===== src/rtl/host_link_pkg.sv =====
// Shared types and constants for the host command link: RX/TX state
// encodings, frame geometry and the default inter-byte timeout.
package host_link_pkg;

    localparam int CMD_BYTES          = 3;
    localparam int BYTE_W             = 8;
    localparam int CMD_W              = CMD_BYTES * BYTE_W;
    localparam int TIMEOUT_CYCLES_DEF = 100000;

    typedef enum logic [1:0] {
        RX_B0   = 2'd0,
        RX_B1   = 2'd1,
        RX_B2   = 2'd2,
        RX_HOLD = 2'd3
    } rx_state_t;

    typedef enum logic {
        TX_IDLE = 1'b0,
        TX_BUSY = 1'b1
    } tx_state_t;

endpackage


===== src/rtl/host_link_tx.sv =====
// Response transmit path: hands response bytes to the UART transmitter,
// with a single pending slot so one byte can queue behind the one in flight.
module host_link_tx
    import host_link_pkg::*;
(
    input  logic              clk,
    input  logic              rst,
    input  logic [BYTE_W-1:0] resp_data,
    input  logic              send_resp,
    input  logic              tx_done,
    output logic [BYTE_W-1:0] tx_data,
    output logic              trmt,
    output logic              resp_sent,
    output logic              tx_overrun
);

    tx_state_t         state_reg, state_next;
    logic [BYTE_W-1:0] tx_data_reg, tx_data_next;
    logic              trmt_reg, trmt_next;
    logic              resp_sent_reg, resp_sent_next;
    logic              overrun_reg, overrun_next;
    logic              pend_valid_reg, pend_valid_next;
    logic [BYTE_W-1:0] pend_data_reg, pend_data_next;

    always_ff @(posedge clk) begin
        if (rst) begin
            state_reg      <= TX_IDLE;
            tx_data_reg    <= '0;
            trmt_reg       <= 1'b0;
            resp_sent_reg  <= 1'b0;
            overrun_reg    <= 1'b0;
            pend_valid_reg <= 1'b0;
            pend_data_reg  <= '0;
        end else begin
            state_reg      <= state_next;
            tx_data_reg    <= tx_data_next;
            trmt_reg       <= trmt_next;
            resp_sent_reg  <= resp_sent_next;
            overrun_reg    <= overrun_next;
            pend_valid_reg <= pend_valid_next;
            pend_data_reg  <= pend_data_next;
        end
    end

    always_comb begin
        state_next      = state_reg;
        tx_data_next    = tx_data_reg;
        trmt_next       = 1'b0;
        resp_sent_next  = 1'b0;
        overrun_next    = 1'b0;
        pend_valid_next = pend_valid_reg;
        pend_data_next  = pend_data_reg;
        case (state_reg)
            TX_IDLE: begin
                if (send_resp) begin
                    tx_data_next = resp_data;
                    trmt_next    = 1'b1;
                    state_next   = TX_BUSY;
                end
            end
            TX_BUSY: begin
                if (tx_done) begin
                    resp_sent_next = 1'b1;
                    if (pend_valid_reg) begin
                        // Drain the slot; a coincident request refills it.
                        tx_data_next    = pend_data_reg;
                        trmt_next       = 1'b1;
                        pend_valid_next = send_resp;
                        if (send_resp) begin
                            pend_data_next = resp_data;
                        end
                    end else if (send_resp) begin
                        // Empty slot drained in the same cycle: go straight out.
                        tx_data_next = resp_data;
                        trmt_next    = 1'b1;
                    end else begin
                        state_next = TX_IDLE;
                    end
                end else if (send_resp) begin
                    if (!pend_valid_reg) begin
                        pend_valid_next = 1'b1;
                        pend_data_next  = resp_data;
                    end else begin
                        overrun_next = 1'b1;
                    end
                end
            end
            default: state_next = TX_IDLE;
        endcase
    end

    assign tx_data    = tx_data_reg;
    assign trmt       = trmt_reg;
    assign resp_sent  = resp_sent_reg;
    assign tx_overrun = overrun_reg;

endmodule


===== src/rtl/host_cmd_link.sv =====
// Host command link: assembles 3-byte MSB-first command frames from the UART
// receiver with an inter-byte timeout, and forwards core responses to the UART.
module host_cmd_link
    import host_link_pkg::*;
#(
    parameter int TIMEOUT_CYCLES = TIMEOUT_CYCLES_DEF
) (
    input  logic              clk,
    input  logic              rst,
    input  logic              rx_rdy,
    input  logic [BYTE_W-1:0] rx_data,
    output logic              clr_rx_rdy,
    output logic [CMD_W-1:0]  cmd,
    output logic              cmd_rdy,
    input  logic              clr_cmd_rdy,
    input  logic [BYTE_W-1:0] resp_data,
    input  logic              send_resp,
    output logic              resp_sent,
    output logic [BYTE_W-1:0] tx_data,
    output logic              trmt,
    input  logic              tx_done,
    output logic              frame_err,
    output logic              tx_overrun
);

    localparam int ASM_W = (CMD_BYTES - 1) * BYTE_W;
    localparam int CNT_W = $clog2(TIMEOUT_CYCLES) + 1;
    localparam logic [CNT_W-1:0] CNT_LAST = CNT_W'(TIMEOUT_CYCLES - 1);

    rx_state_t         rx_state_reg, rx_state_next;
    logic [ASM_W-1:0]  asm_reg, asm_next;
    logic [CNT_W-1:0]  cnt_reg, cnt_next;
    logic [CMD_W-1:0]  cmd_reg, cmd_next;
    logic              cmd_rdy_reg, cmd_rdy_next;
    logic              frame_err_reg, frame_err_next;
    logic              capture;

    always_ff @(posedge clk) begin
        if (rst) begin
            rx_state_reg  <= RX_B0;
            asm_reg       <= '0;
            cnt_reg       <= '0;
            cmd_reg       <= '0;
            cmd_rdy_reg   <= 1'b0;
            frame_err_reg <= 1'b0;
        end else begin
            rx_state_reg  <= rx_state_next;
            asm_reg       <= asm_next;
            cnt_reg       <= cnt_next;
            cmd_reg       <= cmd_next;
            cmd_rdy_reg   <= cmd_rdy_next;
            frame_err_reg <= frame_err_next;
        end
    end

    always_comb begin
        rx_state_next  = rx_state_reg;
        asm_next       = asm_reg;
        cnt_next       = cnt_reg;
        cmd_next       = cmd_reg;
        cmd_rdy_next   = cmd_rdy_reg;
        frame_err_next = 1'b0;
        capture        = 1'b0;
        case (rx_state_reg)
            RX_B0: begin
                cnt_next = '0;
                if (rx_rdy) begin
                    capture                      = 1'b1;
                    asm_next[ASM_W-1 -: BYTE_W]  = rx_data;
                    rx_state_next                = RX_B1;
                end
            end
            RX_B1, RX_B2: begin
                if (cnt_reg == CNT_LAST) begin
                    // Timeout wins; a byte arriving now opens a fresh frame.
                    frame_err_next = 1'b1;
                    cnt_next       = '0;
                    asm_next       = '0;
                    rx_state_next  = RX_B0;
                    if (rx_rdy) begin
                        capture                     = 1'b1;
                        asm_next[ASM_W-1 -: BYTE_W] = rx_data;
                        rx_state_next               = RX_B1;
                    end
                end else if (rx_rdy) begin
                    capture  = 1'b1;
                    cnt_next = '0;
                    if (rx_state_reg == RX_B1) begin
                        asm_next[BYTE_W-1:0] = rx_data;
                        rx_state_next        = RX_B2;
                    end else begin
                        cmd_next      = {asm_reg, rx_data};
                        cmd_rdy_next  = 1'b1;
                        rx_state_next = RX_HOLD;
                    end
                end else begin
                    cnt_next = cnt_reg + CNT_W'(1);
                end
            end
            RX_HOLD: begin
                // Incoming bytes stay parked in the UART until the core acks.
                cnt_next = '0;
                if (clr_cmd_rdy) begin
                    cmd_rdy_next  = 1'b0;
                    rx_state_next = RX_B0;
                end
            end
            default: rx_state_next = RX_B0;
        endcase
    end

    assign clr_rx_rdy = capture & ~rst;
    assign cmd        = cmd_reg;
    assign cmd_rdy    = cmd_rdy_reg;
    assign frame_err  = frame_err_reg;

    host_link_tx u_tx (
        .clk        (clk),
        .rst        (rst),
        .resp_data  (resp_data),
        .send_resp  (send_resp),
        .tx_done    (tx_done),
        .tx_data    (tx_data),
        .trmt       (trmt),
        .resp_sent  (resp_sent),
        .tx_overrun (tx_overrun)
    );

endmodule


===== config.mk =====
export PLATFORM = sky130hd
export DESIGN_NAME = host_cmd_link
export DESIGN_NICKNAME = d
export VERILOG_FILES = /design/src/rtl/host_link_pkg.sv /design/src/rtl/host_link_tx.sv /design/src/rtl/host_cmd_link.sv
export SDC_FILE = /design/constraint.sdc
export NUM_CORES = 1
export LEC_CHECK = 0
export CAP_MARGIN = 10
export CORE_MARGIN = 2
export CORE_UTILIZATION = 40
export CTS_CLUSTER_DIAMETER = 120
export DETAILED_ROUTE_END_ITERATION = 8
export PLACE_DENSITY = 0.66
export SLEW_MARGIN = 10
export SYNTH_ARGS = -nofsm -noshare
export SYNTH_HDL_FRONTEND = slang
export SYNTH_SLANG_ARGS = --single-unit
export TNS_END_PERCENT = 20

===== constraint.sdc =====
create_clock -name clk -period 2.55 [get_ports clk]
set_clock_uncertainty 0.15 [all_clocks]
set_input_delay 0.51 -clock clk [delete_from_list [all_inputs] [get_ports clk]]
set_output_delay 0.51 -clock clk [all_outputs]
set_load 0.02 [all_outputs]

==> impl_metrics.ini <==
[yosys]
ys_ff_latch = 83
synth-compound-area-share = 0.08572
ys_async_sr_fraction = 0
yosysWarningCount = 0
syn-num-nets = 379
synth_fa_ha_area_frac = 0.01864
syn_area_per_cell_um2 = 9.537
yosysTopAreaCell = dfxtp_1
synth-simple-area-share = 0.2113
synthMuxAreaShare = 0.1226
synth.area.top_cells = dfxtp_1, mux2i_1, nor2_1
yosys.area_share.xor_xnor = 0.04174
ys_types = 42
synth-seq-area-share = 0.4950
syn_inst = 352
synth_edf_count = 0
yosys.area.top_type_share = 0.4950
synth_top_family_by_area = simple AND/OR/NAND/NOR gates
syn-cell-area_mm2 = 0.003357
synthFlopType = dfxtp_1

[setup_path]
crit_fanout = 9
cp-endpoint = asm_reg[15]
crit_path_frequent_cell = nor2_1
r2r-start = rx_state_reg[0]
cp_slowest_cell = a2111oi_4
crit_type = flip-flop to flip-flop
cp.arrival_ns = 2.38
crit_path_end_kind = flip-flop
critPathLaunchType = flip-flop
path_cells = inv_1, ha_1, nor2_1, nor2_1, a2111oi_4, a22o_1
slowest_delay_ns = 0.61
startpoint = rx_state_reg[0]
rr_worst_depth = 6
regToRegEndpoint = asm_reg[15]
crit_required_ns = 2.70
reg2reg_slack_ns = 0.32

[global_route]
antenna_found_initial = 0
grt_max_degree = 56
grt_pass1_wl_um = 11480
grt_pass1_vias = 2443
overflow = 0
grt.total_usage = 0.1610

[route]
met2_length_um = 3387
totalWireLength_um = 7058
vias_per_cell = 4.887
top_layer = met4
num_vias = 2590
first_pass_iters = 4
met1_length_um = 3235
drc = 0
drtIter0Drc = 155
routedWlPerCell_um = 13.32
ant_nets = 0
wl_met3_um = 394

[clock_tree]
clock_latency_ns = 0.36
clockBufferDepth = 2
root_buffer = clkbuf_8
h-tree-depth = 3
cts_setup_buffers = 0
path_clk_slew_ns = 0.09
tritoncts = yes
clock_sink_count = 83
numCtsBuffers = 9

[floorplanning]
rows = 33
die_y_um = 95.61
dieArea_mm2 = 0.009141
ios = 60
initial_core_util = 0.4106
coreArea_mm2 = 0.008175
chipWidth_um = 95.61

[sta]
setup_viol = 0
period_share = 0.8760
relSlewSlack = 0.5284
holdWs_ns = 0.3199
hold_viol_final = 0
rsz0062_at_grt = no
tns_ns = 0
fmax_mhz = 447.7
layout_setup_ws_ns = 0.3162
worstMarginPinSlew_ns = 0.7074
period_needed_ns = 2.234
maxSlewViolCount = 0

[placed_design]
post_dp_cell_area_mm2 = 0.004096
portBuffers = 59
pre_cts_slack_ns = 0.03744
dpl.cell_count = 514
gp_congestion = 0.8495
hpwl_um = 4861

[power_and_ir_drop]
finalPower_mw = 2.723
total_leakage_power_nw = 1.624
p_per_area_mw_per_mm2 = 635.4
ir_worst_vdd_v = 0.0003755

[final_layout]
fin_nets = 447
final_common_cell = nor2_1
syn2layout_area_growth_pct = 27.66
layout-drive-gt1-share = 0.08471
largest_reg_flops = 24
layout_common_cells = nor2_1, dfxtp_1, clkdlybuf4s50_1
diodes = 0
final_core_util = 0.5242
finalInstanceArea_mm2 = 0.004285
final_cells = 530

[status]
status = finished clean

[run]
drv_cap = 0

[worst_hold_path]
worstHoldPathType = flip-flop to flip-flop
-- layout make-up --
cell class	count	area, µm²
well taps	105	131.4
inverters	7	26.28
repair buffers	68	668.1
clock inverters	6	48.80
clock buffers	10	137.6
multi-input cells	251	1612
flip-flops and latches	83	1662
fillers	792	3890
-- how the worst min path moves through the flow --
stage / start / to / slack, ns / depth (start not counted)
after floorplan: cnt_reg[0] / cnt_reg[0] / 0.28 / 1
after global placement: cnt_reg[0] / cnt_reg[0] / 0.29 / 1
after detailed placement: cnt_reg[0] / cnt_reg[0] / 0.31 / 1
after CTS: cnt_reg[0] / cnt_reg[0] / 0.33 / 1
after global routing: cnt_reg[0] / cnt_reg[0] / 0.36 / 1
final: cnt_reg[0] / cnt_reg[0] / 0.32 / 1
-- cell families after synthesis --
group,count (synthesis)
DFF,83
muxes,41
buffers and inverters,18
AOI/OAI and AO/OA,37
xor gates and xnor gates,16
adders and majority gates,5
and+or+nand+nor,152
-- where the power goes --
group	internal, mW	switching, mW	total [mW]
registers	1.36	0.0398	1.40
clock network	0.391	0.495	0.886
logic	0.208	0.227	0.435
total	1.96	0.762	2.72
-- cell usage after synthesis (2+ instances only) --
master,n
ha_1,5
nand2b_1,2
buf_1,2
buf_6,2
nand4_1,4
nor2b_1,9
nor2_1,87
and4_1,2
o21ai_0,5
dfxtp_1,83
clkbuf_1,6
nand3_1,13
nand2_1,16
nor4_1,2
o22ai_1,9
inv_1,7
a21oi_1,5
xnor2_1,8
and3_1,3
mux2i_1,40
o21a_1,3
a22o_1,8
xor2_1,8
nor3_1,5
-- worst max-delay path, delay by kind of cell, from the launching register on --
family,cells,cell delay (ns)
and+or+nand+nor,2,0.29
AOI/OAI and AO/OA,2,0.82
buffers and inverters,1,0.07
adders and majority gates,1,0.42
DFF,1,0.41
-- what timing repair did --
| action | in CTS | in global routing |
|---|---|---|
| setup endpoints to repair | 0 | 1 |
| hold buffers | 0 | 0 |
| resized for setup | 0 | 1 |
-- routing by layer --
metal | global-route usage | vias to the layer above
li1 | - | 1336
met1 | 0.1974 | 1202
met2 | 0.2593 | 48
met3 | 0.06640 | 4
met4 | 0.04643 | 0
met5 | 0 | -
Note: power is estimated with default switching activity, not from simulation.
